File: src/rtl/nx_rbus_target.sv
// nx_rbus_target: block-side register-bus target.
// Turns retimed rbus strobes into one local register access at a time.
// Reports ack or err_ack back to the retime stage, enforces an access
// timeout, and forwards the OR of the interrupt and ECC sources.
//
// Handshake: rbus_rd_stb/rbus_wr_stb are single-cycle requests. They are
// accepted only in IDLE, and every accepted strobe yields exactly one
// single-cycle rbus_ack or rbus_err_ack. Strobes seen outside IDLE are
// dropped and flagged on busy_drop. On the local side, reg_rd_en/reg_wr_en
// pulse once per access. reg_ack (with reg_rd_data/reg_err) completes the
// access and is honoured only in ACCESS/WAIT.
module nx_rbus_target #(
   parameter int          ADDR_W       = 10,
   parameter logic [15:0] REG_SPAN     = 16'h1000,
   parameter int          TIMEOUT_CYC  = 64,
   parameter logic [31:0] TIMEOUT_DATA = 32'hDEAD_0BAD,
   parameter int          NUM_INTR     = 4,
   parameter int          NUM_ECC      = 2
) (
   input  logic                clk,
   input  logic                rst_n,
   input  logic [15:0]         rbus_addr,
   input  logic                rbus_rd_stb,
   input  logic [31:0]         rbus_wr_data,
   input  logic                rbus_wr_stb,
   output logic                rbus_ack,
   output logic                rbus_err_ack,
   output logic [31:0]         rbus_rd_data,
   output logic                rbus_intr,
   output logic                rbus_ecc_error,
   output logic [ADDR_W-1:0]   reg_addr,
   output logic                reg_rd_en,
   output logic                reg_wr_en,
   output logic [31:0]         reg_wr_data,
   input  logic [31:0]         reg_rd_data,
   input  logic                reg_ack,
   input  logic                reg_err,
   input  logic [NUM_INTR-1:0] intr_src,
   input  logic [NUM_ECC-1:0]  ecc_src,
   output logic                busy_drop,
   output logic [1:0]          dbg_state
);

   localparam int CNT_W = (TIMEOUT_CYC > 2) ? $clog2(TIMEOUT_CYC) : 1;

   typedef enum logic [1:0] {
      IDLE   = 2'd0,
      ACCESS = 2'd1,
      WAIT   = 2'd2,
      RESP   = 2'd3
   } state_t;

   state_t             state_q, state_d;
   logic               is_rd_q;
   logic               resp_err_q;
   logic [31:0]        rd_data_q;
   logic [CNT_W-1:0]   cnt_q;
   logic               busy_drop_q;
   logic               intr_q, ecc_q;
   logic [ADDR_W-1:0]  reg_addr_q;
   logic [31:0]        reg_wr_data_q;

   logic any_stb, legal, tmo_hit;

   assign any_stb = rbus_rd_stb | rbus_wr_stb;
   assign legal   = (rbus_rd_stb ^ rbus_wr_stb) && (rbus_addr[1:0] == 2'b00)
                    && (rbus_addr < REG_SPAN);
   // Counter starts at 0 in the first WAIT cycle; hitting TIMEOUT_CYC-2 here
   // means the next value would be TIMEOUT_CYC-1, which ends the wait.
   assign tmo_hit = (cnt_q == CNT_W'(TIMEOUT_CYC - 2));

   assign rbus_rd_data   = rd_data_q;
   assign rbus_intr      = intr_q;
   assign rbus_ecc_error = ecc_q;
   assign reg_addr       = reg_addr_q;
   assign reg_wr_data    = reg_wr_data_q;
   assign busy_drop      = busy_drop_q;
   assign dbg_state      = state_q;

   // FSM state register
   always_ff @(posedge clk or negedge rst_n) begin
      if (!rst_n) state_q <= IDLE;
      else        state_q <= state_d;
   end

   // Next-state decode and the per-state strobe outputs
   always_comb begin
      state_d      = state_q;
      reg_rd_en    = 1'b0;
      reg_wr_en    = 1'b0;
      rbus_ack     = 1'b0;
      rbus_err_ack = 1'b0;
      case (state_q)
         IDLE: begin
            if (any_stb) state_d = legal ? ACCESS : RESP;
         end
         ACCESS: begin
            reg_rd_en = is_rd_q;
            reg_wr_en = !is_rd_q;
            state_d   = reg_ack ? RESP : WAIT;
         end
         WAIT: begin
            if (reg_ack || tmo_hit) state_d = RESP;
         end
         RESP: begin
            rbus_ack     = !resp_err_q;
            rbus_err_ack = resp_err_q;
            state_d      = IDLE;
         end
         default: state_d = IDLE;
      endcase
   end

   // Request capture, timeout counter and response data/error capture
   always_ff @(posedge clk or negedge rst_n) begin
      if (!rst_n) begin
         is_rd_q       <= 1'b0;
         resp_err_q    <= 1'b0;
         rd_data_q     <= '0;
         cnt_q         <= '0;
         reg_addr_q    <= '0;
         reg_wr_data_q <= '0;
      end else begin
         case (state_q)
            IDLE: begin
               if (any_stb) begin
                  if (legal) begin
                     is_rd_q       <= rbus_rd_stb;
                     reg_addr_q    <= rbus_addr[ADDR_W+1:2];
                     reg_wr_data_q <= rbus_wr_data;
                  end else begin
                     resp_err_q <= 1'b1;
                     rd_data_q  <= '0;
                  end
               end
            end
            ACCESS: begin
               cnt_q <= '0;
               if (reg_ack) begin
                  resp_err_q <= reg_err;
                  rd_data_q  <= is_rd_q ? reg_rd_data : 32'h0;
               end
            end
            WAIT: begin
               cnt_q <= cnt_q + 1'b1;
               if (reg_ack) begin
                  // ack wins over a timeout in the same cycle
                  resp_err_q <= reg_err;
                  rd_data_q  <= is_rd_q ? reg_rd_data : 32'h0;
               end else if (tmo_hit) begin
                  resp_err_q <= 1'b1;
                  rd_data_q  <= is_rd_q ? TIMEOUT_DATA : 32'h0;
               end
            end
            default: ;
         endcase
      end
   end

   // Busy-drop flag and registered interrupt / ECC aggregation
   always_ff @(posedge clk or negedge rst_n) begin
      if (!rst_n) begin
         busy_drop_q <= 1'b0;
         intr_q      <= 1'b0;
         ecc_q       <= 1'b0;
      end else begin
         busy_drop_q <= (state_q != IDLE) && any_stb;
         intr_q      <= |intr_src;
         ecc_q       <= |ecc_src;
      end
   end

endmodule

File: config.mk
export PLATFORM = sky130hd
export DESIGN_NAME = nx_rbus_target
export DESIGN_NICKNAME = d
export VERILOG_FILES = /design/src/rtl/nx_rbus_target.sv
export SDC_FILE = /design/constraint.sdc
export NUM_CORES = 1
export LEC_CHECK = 0
export ABC_CLOCK_PERIOD_IN_PS = 4150
export BUFFER_PORTS_ARGS = -buffer_cell sky130_fd_sc_hd__buf_2
export CORE_ASPECT_RATIO = 0.8
export CORE_MARGIN = 1.5
export CORE_UTILIZATION = 51
export CTS_CLUSTER_DIAMETER = 40
export DETAILED_ROUTE_END_ITERATION = 12
export GPL_TIMING_DRIVEN = 0
export PLACE_DENSITY = 0.89
export REMOVE_ABC_BUFFERS = 1
export SYNTH_ARGS = -nofsm -noshare
export SYNTH_HDL_FRONTEND = slang
export SYNTH_SLANG_ARGS = --single-unit
File: constraint.sdc
create_clock -name clk -period 4.15 [get_ports clk]
set_clock_uncertainty 0.1 [all_clocks]
set_input_delay 0.6225 -clock clk [delete_from_list [all_inputs] [get_ports clk]]
set_output_delay 0.6225 -clock clk [all_outputs]
set_load 0.05 [all_outputs]
# --- Word level (Yosys, flattened, before mapping) ---
# Cells that the tools add are included.
word_totals:
  elab_cells: 63
  input_bits: 92
  output_inout_bits: 83
  ff_bits: 87
classes:
  eq_ne: 9
  muxes: 24
  n_addsub: 1
  bitwise_logic: 2
  magnitude_cmp: 1
  reduce_logical: 16
ops:
  columns: ["op", "n"]
  rows:
  - ["$mux 32", 7]
  - ["$pmux 32 s3", 1]
  - ["$lt 16x13->1 const B", 1]
  - ["$pmux 6 s2", 1]
  - ["$mux 1", 10]
  - ["$ne 2x2->1 const B", 4]
  - ["$pmux 2 s4", 1]
  - ["$add 6x1->6 const B", 1]
  - ["$eq 6x6->1 const B", 1]
  - ["$mux 2", 3]
  - ["$reduce_and 5->1", 1]
  - ["$eq 2x2->1 const B", 2]
  - ["$logic_not 2->1", 2]
  - ["$reduce_bool 2->1", 2]
  - ["$reduce_or 4->1", 1]
  - ["$logic_and 1x1->1", 3]
  - ["$ne 3x3->1 const B", 1]
  - ["$pmux 1 s3", 1]
  - ["$reduce_and 3->1", 1]
  - ["$reduce_bool 3->1", 1]
  - ["$eq 2x1->1 const B", 1]
  - ["$logic_not 1->1", 2]
  - ["$reduce_and 2->1", 1]
  - ["$reduce_or 2->1", 1]
  - ["other kinds (3)", 3]

# --- Depth between registers and ports, before layout ---
depth:
  ltp_word: 6
  depth_mapped: 9

# --- Worst setup path after synthesis ---
# Ideal clock, no wire load.
synth_path:
  kind: "reg2reg"
  startpoint: "reg state_q[0] (netlist: dbg_state[0])"
  endpoint: "reg resp_err_q"
  slack_ns: 1.399
  period_less_slack_ns: 2.751
  setup_time_ns: 0.127
  n_path_buf: 1
  required_ns: 3.923
  path_stages_with_launch: 9
  arrival_time_ns: 2.523
  path_cell_list: "dfrtp_1 -> inv_1 -> ha_1 -> nor2b_1 -> a21boi_0 -> a221o_1 -> or3b_1 -> buf_6 -> mux2_1"
synth_via:
  elab_chain_cells: 3
synth_lines:
  columns: ["item", "line", "rtl"]
  rows:
  - ["start, declared", "53", "state_t state_q, state_d;"]
  - ["start signal, assigned", "83", "else state_q <= state_d;"]
  - ["$eq 2x2->1 (tied with other cells)", "124", "case (state_q)"]
  - ["$ne 3x3->1 (no line) (tied with other cells)", null, null]
  - ["$reduce_and 5->1 (no line)", null, null]
  - ["end signal, assigned", "140", "resp_err_q <= reg_err;"]
  - ["end signal, assigned", "148", "resp_err_q <= reg_err;"]
  - ["end, declared", "55", "logic resp_err_q;"]
# Parallel ways exist; a longest one is shown, timed or not.
# A chain may end at the register's enable or synchronous reset.

# --- Final worst setup path ---
layout_path:
  startpoint: "in rbus_addr[15]"
  endpoint: "reg reg_wr_data_q[25] (netlist: reg_wr_data[25])"
layout_via:
  elab_chain_cells: 3
layout_lines:
  columns: ["item", "line", "rtl"]
  rows:
  - ["start, declared", "22", "input logic [15:0] rbus_addr,"]
  - ["$lt 16x13->1", "67", "&& (rbus_addr < REG_SPAN);"]
  - ["$logic_and 1x1->1", "67", null]
  - ["$reduce_and 3->1 (no line)", null, null]
  - ["end signal, assigned", "130", "reg_wr_data_q <= rbus_wr_data;"]
  - ["end, declared", "61", "logic [31:0] reg_wr_data_q;"]
# Every way passes these cells.

==> impl_metrics.yaml <==
run_status:
  status: "finished clean"
floorplan:
  dieArea_um2: 8060
  num_rows: 28
  io_pins: 175
  fp.coreArea_um2: 7360
  start_util: 0.522
  die_w_um: 100
  die_y_um: 80.6
global_routing:
  grt_max_degree: 50
  antenna_found_initial: 0
  grt-ovfl-total: 0
  grt_usage: 0.213
  grt_pass1_vias: 2838
  grt_pass1_wl_um: 13300
layout:
  diodes: 0
  final_util: 0.668
  fin_area_um2: 4920
  fin_cells: 577
  area_delta_synth_final_pct: 28.1
  drive_gt1_frac: 0.409
  nNetsFinal: 582
routing:
  first_pass_iters: 4
  routed_wl_um: 8490
  wl_per_cell_um: 14.7
  drc: 0
  drt_iter0_markers: 69
  via_per_inst: 4.93
  antenna_left: 0
  vias: 2844
synthesis:
  synth_common_cells: "dfrtp_1, inv_1, mux2_1"
  ys_ff_latch: 87
  synth_top_area_cell: "dfrtp_1"
  synth_cell_types: 31
  syn_inst: 309
  synth-main-ff-cell: "dfrtp_1"
  yosysMostFrequentCell: "dfrtp_1"
  synth-seq-area-share: 0.567
  synthArstFlopShare: 1.00
  synthDominantCellAreaShare: 0.567
  avgSynthCellArea_um2: 12.4
  synth-edff-count: 0
  synth.cell_area_um2: 3840
  synth_area_leaders: "dfrtp_1, mux2_1, mux2i_1"
  yosys_warnings: 0
timing:
  slew_headroom: 0.168
  fmax_mhz: 332
  slew_viol_final: 0
  finalSetupViolCount: 0
  hold_slack_ns: 0.144
  hold_violations: 0
  setup-tns-final_ns: 0
  worst_slack_ns: 1.14
  worstMarginPinSlew_ns: 1.25
  rsz0062_at_grt: "false"
  fin_crit_sh: 0.726
  period_needed_ns: 3.01
power:
  p_total_mw: 2.56
  power.density_nw_per_um2: 521
  ir_drop_v: 0.000624
  leakage_nw: 2.82
critical_path:
  startpoint: "rbus_addr[15]"
  startpoint_type: "input pin"
  reg2reg_depth: 8
  cp_slowest_cell: "nor2_4"
  rrSetupSlack_ns: 1.36
  reg2reg_to: "rbus_rd_data[20]$_DFFE_PN0P_"
  required_ns: 4.27
  worstPathArrival_ns: 3.13
  reg2reg_from: "dbg_state[0]$_DFFE_PN0P_"
  path_max_fanout: 43
  cp-end-kind: "flop"
  crit_type: "in2reg"
  critPathMaxStageDelay_ns: 0.95
  crit_chain: "buf_2 > or4_1 > nor4b_2 > nand2_1 > nor2_4 > mux2_2"
clock_tree:
  cts_tree: "done"
  path_clk_slew_ns: 0.10
  clk_latency_ns: 0.34
  root_buffer: "clkbuf_8"
  post_cts_buffers: 0
  postCtsHoldBufs: 0
  cts_resized: 0
  cts_sinks: 87
  clockBufferDepth: 2
  h-tree-depth: 3
  cts_inserted_buffers: 9
place:
  placed_area_um2: 4730
  hpwlAfterDp_um: 6350
  globalplace.congestion: 0.759
  port_buffers: 174
  place_inst: 561
  place_ws_ns: 0.745
min_path:
  hold_path.class: "in2async"
job:
  cap_violations: 0
## state kept, by name, indices dropped and copies added, names as in the netlist
register        flops
busy_drop           1
cnt_q               6
dbg_state           2
is_rd_q             1
rbus_ecc_error      1
rbus_intr           1
rbus_rd_data       32
reg_addr           10
reg_wr_data        32
resp_err_q          1
## cells in the final DEF, fill, tap and decap left out, types with 2 or more instances in the layout
master / instances
a21oi_1: 3
and2_1: 3
buf_2: 173
clkbuf_8: 10
clkinvlp_4: 3
dfrtp_1: 87
ha_1: 8
inv_1: 41
mux2_1: 41
mux2_2: 3
mux2i_1: 33
nand2_1: 22
nand3_1: 3
nor2_1: 3
nor2b_1: 4
o21ai_0: 27
o22ai_1: 2
or4_1: 2
## critical path: cells and delay by family
family	cells	cell delay (ns)
multiplexers	1	0.43
AND/OR/NAND/NOR	4	1.97
buffers and inverters	1	0.10
## cells by family (layout without fill, tap and decap cells)
group / Yosys count / count (layout) / synth area share
AND/OR/NAND/NOR: 43 / 43 / 0.0577
multiplexers: 77 / 77 / 0.215
buffers and inverters: 55 / 233 / 0.0762
flip-flops: 87 / 87 / 0.567
XOR/XNOR: 1 / 1 / 0.00228
adder cells (fa/ha/maj): 8 / 8 / 0.0261
AO/OA/AOI/OAI: 38 / 38 / 0.0557
## worst max-delay path by stage
| stage | slack, ns | depth (start not counted) | end |
|---|---|---|---|
| finish | 1.14 | 6 | reg_wr_data[25]$_DFFE_PN0P_ |
| global route | 1.03 | 6 | reg_wr_data[24]$_DFFE_PN0P_ |
| CTS | 1.11 | 6 | reg_wr_data[25]$_DFFE_PN0P_ |
| detailed placement | 0.74 | 6 | reg_wr_data[25]$_DFFE_PN0P_ |
| global placement | 0.42 | 6 | resp_err_q$_DFFE_PN0P_ |
| floorplan | 0.77 | 7 | resp_err_q$_DFFE_PN0P_ |
## power by group
part | internal (mW) | switching [mW]
Clock | 0.236 | 0.304
Combinational | 0.366 | 0.680
Sequential | 0.927 | 0.0493
Total | 1.53 | 1.03
## layer usage
| layer | up-vias | wire (um) | global-route usage |
|---|---|---|---|
| li1 | 1376 | - | - |
| met1 | 1354 | 3390 | 0.239 |
| met2 | 95 | 4520 | 0.396 |
| met3 | 19 | 399 | 0.0426 |
| met4 | 0 | 183 | 0.0873 |
| met5 | - | 0 | 0 |
## layout make-up
cell class	instances	area (um2)
clock inverters	6	45.0
clock buffers	10	138
inverters	41	154
multi-input cells	167	1370
fillers	587	2440
repair buffers	176	921
flip-flops and latches	87	2180
well taps	90	113
Note: power is estimated with default switching activity, not from simulation.
